### src/rtl/secuenciador_contador.sv
// Sequencing controller for a counter that walks a programmable value table.
// A forced load triggers a linear search of the table. The search either
// resynchronises the index or parks in LOST. From LOST, the next step
// restarts the sequence at entry 0.
module secuenciador_contador #(
    parameter int WIDTH = 4,
    parameter int DEPTH = 16
) (
    input  logic             clk,
    input  logic             reset,
    input  logic             en,
    input  logic             force_we,
    input  logic [WIDTH-1:0] force_val,
    input  logic             cfg_we,
    input  logic [3:0]       cfg_addr,
    input  logic [WIDTH-1:0] cfg_data,
    input  logic             cfg_len_we,
    input  logic [4:0]       cfg_len,
    output logic             cfg_ready,
    output logic [WIDTH-1:0] q,
    output logic [3:0]       idx,
    output logic             valid,
    output logic             busy,
    output logic             wrap,
    output logic [1:0]       dbg_state
);

    typedef enum logic [1:0] {
        RUN    = 2'd0,
        SEARCH = 2'd1,
        LOST   = 2'd2
    } state_t;

    state_t           state_q, state_d;
    logic [WIDTH-1:0] q_q, q_d;
    logic [3:0]       idx_q, idx_d;
    logic [3:0]       ptr_q, ptr_d;
    logic [4:0]       len_q, len_d;
    logic             wrap_q, wrap_d;
    logic [WIDTH-1:0] tab_q [DEPTH];

    // Config is only accepted while the search is not reading the table.
    logic cfg_ok;
    assign cfg_ok = (state_q != SEARCH);

    // Table storage: resets to the identity sequence. A write lands on the next edge.
    always_ff @(posedge clk or posedge reset) begin
        if (reset) begin
            for (int i = 0; i < DEPTH; i++) begin
                tab_q[i] <= WIDTH'(i);
            end
        end else if (cfg_we && cfg_ok) begin
            tab_q[cfg_addr] <= cfg_data;
        end
    end

    // Next-state logic. A force overrides a step, and config writes are decoded independently.
    always_comb begin
        state_d = state_q;
        q_d     = q_q;
        idx_d   = idx_q;
        ptr_d   = ptr_q;
        len_d   = len_q;
        wrap_d  = 1'b0;

        // Clamp the requested length into 1..16.
        if (cfg_len_we && cfg_ok) begin
            if (cfg_len == 5'd0) begin
                len_d = 5'd1;
            end else if (cfg_len > 5'd16) begin
                len_d = 5'd16;
            end else begin
                len_d = cfg_len;
            end
        end

        if (force_we) begin
            q_d     = force_val;
            ptr_d   = 4'd0;
            state_d = SEARCH;
        end else begin
            case (state_q)
                RUN: begin
                    if (en) begin
                        // ">=" rather than "==" so a shrunken length still wraps.
                        if ({1'b0, idx_q} >= (len_q - 5'd1)) begin
                            idx_d  = 4'd0;
                            q_d    = tab_q[0];
                            wrap_d = 1'b1;
                        end else begin
                            idx_d = idx_q + 4'd1;
                            q_d   = tab_q[idx_q + 4'd1];
                        end
                    end
                end
                SEARCH: begin
                    // One entry per cycle, lowest index first, so duplicates resolve low.
                    if (tab_q[ptr_q] == q_q) begin
                        idx_d   = ptr_q;
                        state_d = RUN;
                    end else if ({1'b0, ptr_q} == (len_q - 5'd1)) begin
                        state_d = LOST;
                    end else begin
                        ptr_d = ptr_q + 4'd1;
                    end
                end
                LOST: begin
                    // Recovery step: rejoin the sequence at its start without flagging a wrap.
                    if (en) begin
                        q_d     = tab_q[0];
                        idx_d   = 4'd0;
                        state_d = RUN;
                    end
                end
                default: begin
                    state_d = RUN;
                end
            endcase
        end
    end

    // State and datapath registers. Reset drops everything back to a synchronised zero.
    always_ff @(posedge clk or posedge reset) begin
        if (reset) begin
            state_q <= RUN;
            q_q     <= '0;
            idx_q   <= 4'd0;
            ptr_q   <= 4'd0;
            len_q   <= 5'd16;
            wrap_q  <= 1'b0;
        end else begin
            state_q <= state_d;
            q_q     <= q_d;
            idx_q   <= idx_d;
            ptr_q   <= ptr_d;
            len_q   <= len_d;
            wrap_q  <= wrap_d;
        end
    end

    assign q         = q_q;
    assign idx       = idx_q;
    assign wrap      = wrap_q;
    assign valid     = (state_q == RUN);
    assign busy      = (state_q == SEARCH);
    assign cfg_ready = cfg_ok;
    assign dbg_state = state_q;

endmodule

### config.mk
export PLATFORM = sky130hd
export DESIGN_NAME = secuenciador_contador
export DESIGN_NICKNAME = d
export VERILOG_FILES = /design/src/rtl/secuenciador_contador.sv
export SDC_FILE = /design/constraint.sdc
export NUM_CORES = 1
export LEC_CHECK = 0
export ABC_CLOCK_PERIOD_IN_PS = 3350
export CAP_MARGIN = 20
export CORE_AREA = 2 2 147 92
export DETAILED_ROUTE_END_ITERATION = 8
export DIE_AREA = 0 0 149 94
export DONT_BUFFER_PORTS = 1
export GPL_TIMING_DRIVEN = 0
export PLACE_DENSITY = 0.52
export RECOVER_POWER = 25
export SETUP_SLACK_MARGIN = 0.1
export SLEW_MARGIN = 0
export SYNTH_ARGS = -nofsm -noshare
export SYNTH_HDL_FRONTEND = slang
export SYNTH_SLANG_ARGS = --single-unit
### constraint.sdc
create_clock -name clk -period 3.35 [get_ports clk]
set_input_delay 0.67 -clock clk [delete_from_list [all_inputs] [get_ports clk]]
set_output_delay 0.67 -clock clk [all_outputs]
set_load 0.03 [all_outputs]
==> flow_summary.yaml, run 1 <==
setup_path:
  rrSetupSlack_ps: 310
  critPathSlowestCell: "dfrtp_1"
  critical_path.reg2reg.endpoint: "tab_q[9]"
  rr_worst_depth: 8
  worst_setup_path_end_kind: "register"
  cpLargestDelayFamily: "buffers and inverters"
  buffering_stage_count_on_the_worst_path_with_inverters_included: 3
  crit_path_start_kind: "register"
  max_stage_delay_ps: 580
  critical_path_cell_by_cell: "inv_1 -> ha_1 -> clkinvlp_4 -> nand2_1 -> nor3b_1 -> and3_1 -> clkbuf_1 -> mux2_2"
  timing.setup.critical_path_class: "register to register"
  cp.required_ps: 3570
  path_max_fanout: 9
  cp.arrival_ps: 3260
  crit-reg2reg-launch: "dbg_state[1]"
clocking:
  post-cts-setup-buffer-count: 0
  cts-buffers-inserted: 9
  tritoncts: "done"
  clock_tree_root: "clkbuf_16"
  htree_levels: 3
  clock_sink_count: 84
  ctsLongestPathBuffers: 2
  clk-insertion-delay-late_ps: 330
  clk_pin_slew_worst_paths_ps: 60
  cts_hold_repair.buffers: 0
sta:
  finalCritPeriodShare: 0.908
  relative_slew_slack: 0.00704
  finalCriticalPeriod_ps: 3040
  max_slew.worst_pin.slew_ps: 1490
  timing.final.hold_violations: 0
  rsz_0062_raised_after_global_routing: "false"
  post_route_skew_ps: 7.44
  maxSlewViolCount: 0
  achievable-frequency_ghz: 0.329
  final-setup-viol-count: 0
  total_negative_slack_for_setup_checks_ps: 0
cells_and_area:
  design_area_mm2: 0.00547
  area_growth_pct: 10.1
  layout-drive-gt1-share: 0.392
  final_core_utilization: 0.435
  antenna_cells: 0
  fillers: 1172
  final_cell_mix: "69 x mux2_2, 50 x dfrtp_1, 41 x mux2i_1"
  layout.nets: 434
  mostFrequentLayoutCell: "mux2_2"
  finalNonFillerCells: 576
power:
  p_int_w: 0.00312
  switching_power_w: 0.00191
  max-vdd-ir-drop_mv: 0.303
  pwr_density_cell_mw_per_mm2: 918
  pwr-share-seq: 0.379
  p_leak_nw: 2.19
  clockPowerShare: 0.178
  switching_share: 0.379
  pwr-share-comb: 0.443
grt:
  grt_pass1_vias: 3252
  grt_max_degree: 60
  grt_pass1_wl_um: 20200
  overall_overflow_remaining_after_global_route: 0
  grt_antenna_before_repair: 0
  grt_util_all_layers: 0.198
detailed_routing:
  drt-wirelength-per-cell_um: 22.5
  vias_per_cell: 5.60
  antenna_left: 0
  detail_route.drc_violations: 0
  drt_iter0_drc: 137
  route.vias.total: 3225
  detail_route.wirelength_um: 12900
  number_of_optimization_iterations_in_the_first_detailed_route_pass: 4
logic_synthesis:
  postSynthRegisterBits: 84
  post_syn_area_mm2: 0.00497
  sequential_to_total_area_share_from_yosys_stat: 0.431
  yosys_warnings: 0
  yosys.cell_types.count: 40
  synth_nets: 420
  avgSynthCellArea_um2: 12.8
  netlist_instances: 387
placed_design:
  io_buffers: 0
  routabilityCongestion: 0.784
  dpl_cell_area_mm2: 0.00522
  post-dp-hpwl_um: 9660
  place.detailed.instances: 559
die:
  design.die.area_mm2: 0.0140
  start_util: 0.395
  rows: 32
  die_span_x_um: 149
  ios: 37
  die-height_um: 94
  core_area_mm2: 0.0126
outcome:
  outcome: "completed"
hold_path:
  hold_path.class: "primary input to register"
  hold_end: "wrap"
  hold_path.startpoint: "force_we"
  hold_depth: 1
flow_run:
  number_of_max_capacitance_violations_reported: 0
how the worst max path moves through the flow:
stage / from / end / slack, ps / depth (start not counted)
2_1_floorplan: idx[0] / q[3] / 400 / 11
3_3_place_gp: reset / dbg_state[1] / -520 / 1
3_5_place_dp: idx[0] / q[0] / -370 / 11
4_1_cts: dbg_state[1] / tab_q[13] / 150 / 6
5_1_grt: idx[0] / q[3] / 110 / 11
6_report: dbg_state[1] / tab_q[9] / 310 / 8
sequential cells by signal, indices dropped and copies added (netlist names):
| register | cells |
|---|---|
| ptr_q | 4 |
| idx | 4 |
| q | 4 |
| len_q | 5 |
| tab_q | 64 |
| dbg_state | 2 |
| wrap | 1 |
synth_stat cells, drive strengths merged:
cell type    number  share of area
and3b             4         0.0070
ha               10          0.025
a21oi            15          0.015
xor2             12          0.021
a21o              3         0.0045
dfrtp            51           0.26
clkbuf            7         0.0053
nor3              3         0.0030
or2               1         0.0013
inv              12         0.0091
mux4             24           0.11
or3               1         0.0015
dlygate4sd3       1         0.0020
nor2              6         0.0045
nand3             7         0.0070
dfstp            33           0.17
o31ai             3         0.0045
xnor2             5         0.0088
or4               2         0.0030
nand2b            4         0.0050
mux2i            41          0.083
and3              1         0.0013
a211oi            5         0.0076
a41oi             2         0.0035
nor3b             2         0.0030
mux2             69           0.16
or3b              1         0.0018
and2              4         0.0050
nand4             1         0.0013
o21bai            2         0.0030
buf              10          0.023
nand2            20          0.015
nor4              3         0.0038
o21ai            16          0.016
nor2b             6         0.0076
kinds of logic (layout without fill, tap and decap cells):
| group | after synthesis | count (layout) | synth area share |
|---|---|---|---|
| AO/OA/AOI/OAI | 46 | 46 | 0.0544 |
| XOR/XNOR | 17 | 17 | 0.0300 |
| adder cells (fa/ha/maj) | 10 | 10 | 0.0252 |
| buffers and inverters | 30 | 49 | 0.0398 |
| flip-flops | 84 | 84 | 0.431 |
| multiplexers | 134 | 134 | 0.348 |
| AND/OR/NAND/NOR | 66 | 66 | 0.0712 |
routing by layer:
| layer | GRT usage | vias up | wire, µm |
|---|---|---|---|
| li1 | - | 1472 | - |
| met1 | 0.305 | 1696 | 6690 |
| met2 | 0.285 | 55 | 5590 |
| met3 | 0.0500 | 2 | 634 |
| met4 | 0.0310 | 0 | 24 |
| met5 | 0 | - | 0 |
power by group through the flow:
stage / combinational (W) / clock (W) / sequential, W
6_report: 0.00223 / 0.000893 / 0.00191
5_1_grt: 0.00243 / 0.000973 / 0.00196
4_1_cts: 0.00223 / 0.000921 / 0.00190
2_1_floorplan: 0.00175 / 0 / 0.00177
3_5_place_dp: 0.00221 / 0 / 0.00192
3_3_place_gp: 0.00218 / 0 / 0.00190
timing repair:
action / CTS / global route
resized for setup: 6 / 4
endpoints found under the setup margin: 8 / 5
endpoints found under the hold margin: 0 / 0
metrics by stage:
| step | hold slack (ps) | setup slack (ps) | total power (W) |
|---|---|---|---|
| CTS | 182 | 146 | 0.00505 |
| detailed placement | 516 | -375 | 0.00412 |
| global route | 395 | 113 | 0.00536 |
| floorplan | 473 | 398 | 0.00353 |
| finish | 399 | 309 | 0.00503 |
| global placement | 509 | -523 | 0.00408 |
final cells by class:
cell class	count	area, µm²	area share
tap	170	213	0.0389
clock buffer	11	233	0.0425
clock inverter	5	28.8	0.00526
multi-input combinational	273	2630	0.480
inverter	12	50.0	0.00914
sequential	84	2140	0.392
timing repair buffer	3	15.0	0.00274
buffer	18	160	0.0293
Note: power is estimated with default switching activity, not from simulation.
==> run 2, diff against run 1 <==
--- a/config.mk
+++ b/config.mk
@@ -5,11 +5,11 @@
 export SDC_FILE = /design/constraint.sdc
 export NUM_CORES = 1
 export LEC_CHECK = 0
-export ABC_CLOCK_PERIOD_IN_PS = 3350
+export ABC_CLOCK_PERIOD_IN_PS = 3900
 export CAP_MARGIN = 20
-export CORE_AREA = 2 2 147 92
+export CORE_AREA = 10 10 155 100
 export DETAILED_ROUTE_END_ITERATION = 8
-export DIE_AREA = 0 0 149 94
+export DIE_AREA = 0 0 165 110
 export DONT_BUFFER_PORTS = 1
 export GPL_TIMING_DRIVEN = 0
 export PLACE_DENSITY = 0.52
==> constraint.sdc (replaced) <==
create_clock -name clk -period 3.9 [get_ports clk]
set_input_delay 0.78 -clock clk [delete_from_list [all_inputs] [get_ports clk]]
set_output_delay 0.78 -clock clk [all_outputs]
set_load 0.03 [all_outputs]
==> run 2 against run 1 <==
Net effect:
- the run now ends with capacitance limit, slew limit left
- routed wire length grew 2.5%
- sequential power shrank 15%
- cell count is the same
- fmax shrank 10%
- via count grew 0.47%
- first-iteration DRC count grew 36%
- count of clock-buffer cells in the layout grew 3
- combinational power shrank 15%
- highest routed layer unchanged
==> flow_summary.yaml, run 2 (synthesis gave the netlist of run 1 again) <==
flow_run:
  number_of_max_capacitance_violations_reported: 1
clocking:
  clock_tree_root: "clkbuf_16"
  clk-insertion-delay-late_ps: 340
  clock_sink_count: 84
  htree_levels: 3
  cts-buffers-inserted: 9
  ctsLongestPathBuffers: 2
  clk_pin_slew_worst_paths_ps: 70
  tritoncts: "done"
  post-cts-setup-buffer-count: 0
detailed_routing:
  detail_route.drc_violations: 0
  number_of_optimization_iterations_in_the_first_detailed_route_pass: 5
  drt-wirelength-per-cell_um: 23.0
  antenna_left: 0
  drt_iter0_drc: 187
  route.vias.total: 3240
  detail_route.wirelength_um: 13300
  vias_per_cell: 5.63
power:
  switching_power_w: 0.00162
  clockPowerShare: 0.198
  p_leak_nw: 2.21
  pwr_density_cell_mw_per_mm2: 799
  switching_share: 0.368
  pwr-share-seq: 0.371
  max-vdd-ir-drop_mv: 0.259
  fin_total_pwr_w: 0.00439
  pwr-share-comb: 0.431
  p_int_w: 0.00278
cells_and_area:
  biggestRegsByFlops: "tab_q x64, len_q x5"
  register_area_mm2: 0.00214
  fillers: 1176
  registers.top_by_ff_count: "tab_q"
  antenna_cells: 0
  layout-drive-gt1-share: 0.382
  multi_input_area_mm2: 0.00263
  finalNonFillerCells: 576
  area_growth_pct: 10.6
  mostFrequentLayoutCell: "mux2_2"
  largest_register_ffs: 64
  final_core_utilization: 0.438
  design_area_mm2: 0.00550
  final_cell_mix: "69 x mux2_2, 51 x dfrtp_1, 41 x mux2i_1"
  layout.nets: 434
sta:
  relative_slew_slack: -0.0922
  rsz_0062_raised_after_global_routing: "false"
  post_route_skew_ps: 13.0
  timing.final.hold_violations: 0
  finalCritPeriodShare: 0.868
  finalCriticalPeriod_ps: 3390
  final-setup-viol-count: 0
  fin_hold_ws_ps: 456
  achievable-frequency_ghz: 0.295
  max_slew.worst_pin.slew_ps: 1640
  maxSlewViolCount: 65
grt:
  grt_pass1_vias: 3306
  grt_util_all_layers: 0.154
  grt_antenna_before_repair: 0
  grt_pass1_wl_um: 20700
  overall_overflow_remaining_after_global_route: 0
  grt_max_degree: 65
setup_path:
  crit_path_start_kind: "register"
  timing.setup.critical_path_class: "register to register"
  worst_setup_path_end_kind: "register"
  cp.required_ps: 4130
  cp.arrival_ps: 3610
  path_max_fanout: 10
placed_design:
  routabilityCongestion: 0.833
  io_buffers: 0
  post-dp-hpwl_um: 9990
  place.detailed.instances: 559
  dpl_cell_area_mm2: 0.00522
hold_path:
  hold_path.class: "primary input to asynchronous set/reset pin"
die:
  die_span_x_um: 165
  design.die.area_mm2: 0.0182
  core_area_mm2: 0.0126
  ios: 37
  die-height_um: 110
  rows: 32
  start_util: 0.395
outcome:
  failed_checks: "capacitance limit, slew limit"
  outcome: "complete, but fails checks"
==> run 2: cell types whose count changed in the layout (fill, tap and decap cells not counted), sizes merged <==
cell | before | now
clkinvlp | 3 | 1
bufinv | 0 | 1
clkinv | 3 | 1
clkbuf | 21 | 24
==> run 2: metal layers <==
layer  track usage  part of all wire  wire, µm  vias to the layer above
met3        0.0400             0.068       905                       16
met2         0.210              0.41      5500                       78
met4        0.0416             0.011       143                        0
li1              -                 -         -                     1463
met1         0.233              0.51      6710                     1683
met5             0                 0         0                        -
==> run 2: layout make-up <==
| type | count | area share |
|---|---|---|
| inverters | 12 | 0.00842 |
| multi-input cells | 273 | 0.478 |
| clock inverters | 2 | 0.00637 |
| well taps | 170 | 0.0387 |
| repair buffers | 3 | 0.00273 |
| plain buffers | 18 | 0.0280 |
| clock buffers | 14 | 0.0480 |
| flip-flops and latches | 84 | 0.390 |
==> run 2: power by group through the flow <==
| stage | registers (W) | clock network, W | logic [W] |
|---|---|---|---|
| 3_5_place_dp | 0.00164 | 0 | 0.00190 |
| 4_1_cts | 0.00163 | 0.000892 | 0.00191 |
| 6_report | 0.00163 | 0.000870 | 0.00189 |
| 2_1_floorplan | 0.00152 | 0 | 0.00151 |
| 5_1_grt | 0.00168 | 0.000937 | 0.00207 |
| 3_3_place_gp | 0.00163 | 0 | 0.00188 |
==> run 2: what timing repair did <==
| action | CTS | global route |
|---|---|---|
| gates resized for setup | 0 | 2 |
| hold buffers | 0 | 0 |
| endpoints found under the setup margin | 0 | 8 |
==> run 2: final timing paths <==
path | from | endpoint | slack, ps | cells after the start
min in group clk | force_we | wrap | 500 | 1
max | idx[0] | q[0] | 510 | 11
min reg2reg | len_q[1] | len_q[1] | 530 | 2
max reg2reg | idx[0] | q[0] | 510 | 11
max in group asynchronous | reset | tab_q[54] | 1380 | 2
min | reset | tab_q[47] | 460 | 1
==> run 2: critical path: stages (launching register included) <==
cell and delay, ps:
dfrtp_1 650, clkbuf_2 460, buf_2 400, inv_1 80, ha_1 290, nand2b_1 140
a21o_1 180, a21o_1 170, a21oi_1 250, o21bai_1 220, mux2i_1 300, o21ai_0 110
==> run 2: through the flow <==
| step | worst slack, ps | TNS (ps) |
|---|---|---|
| finish | 514 | 0 |
| global route | 241 | 0 |
| CTS | 117 | 0 |
| floorplan | 948 | 0 |
| detailed placement | 133 | 0 |
| global placement | -72.4 | -3310 |
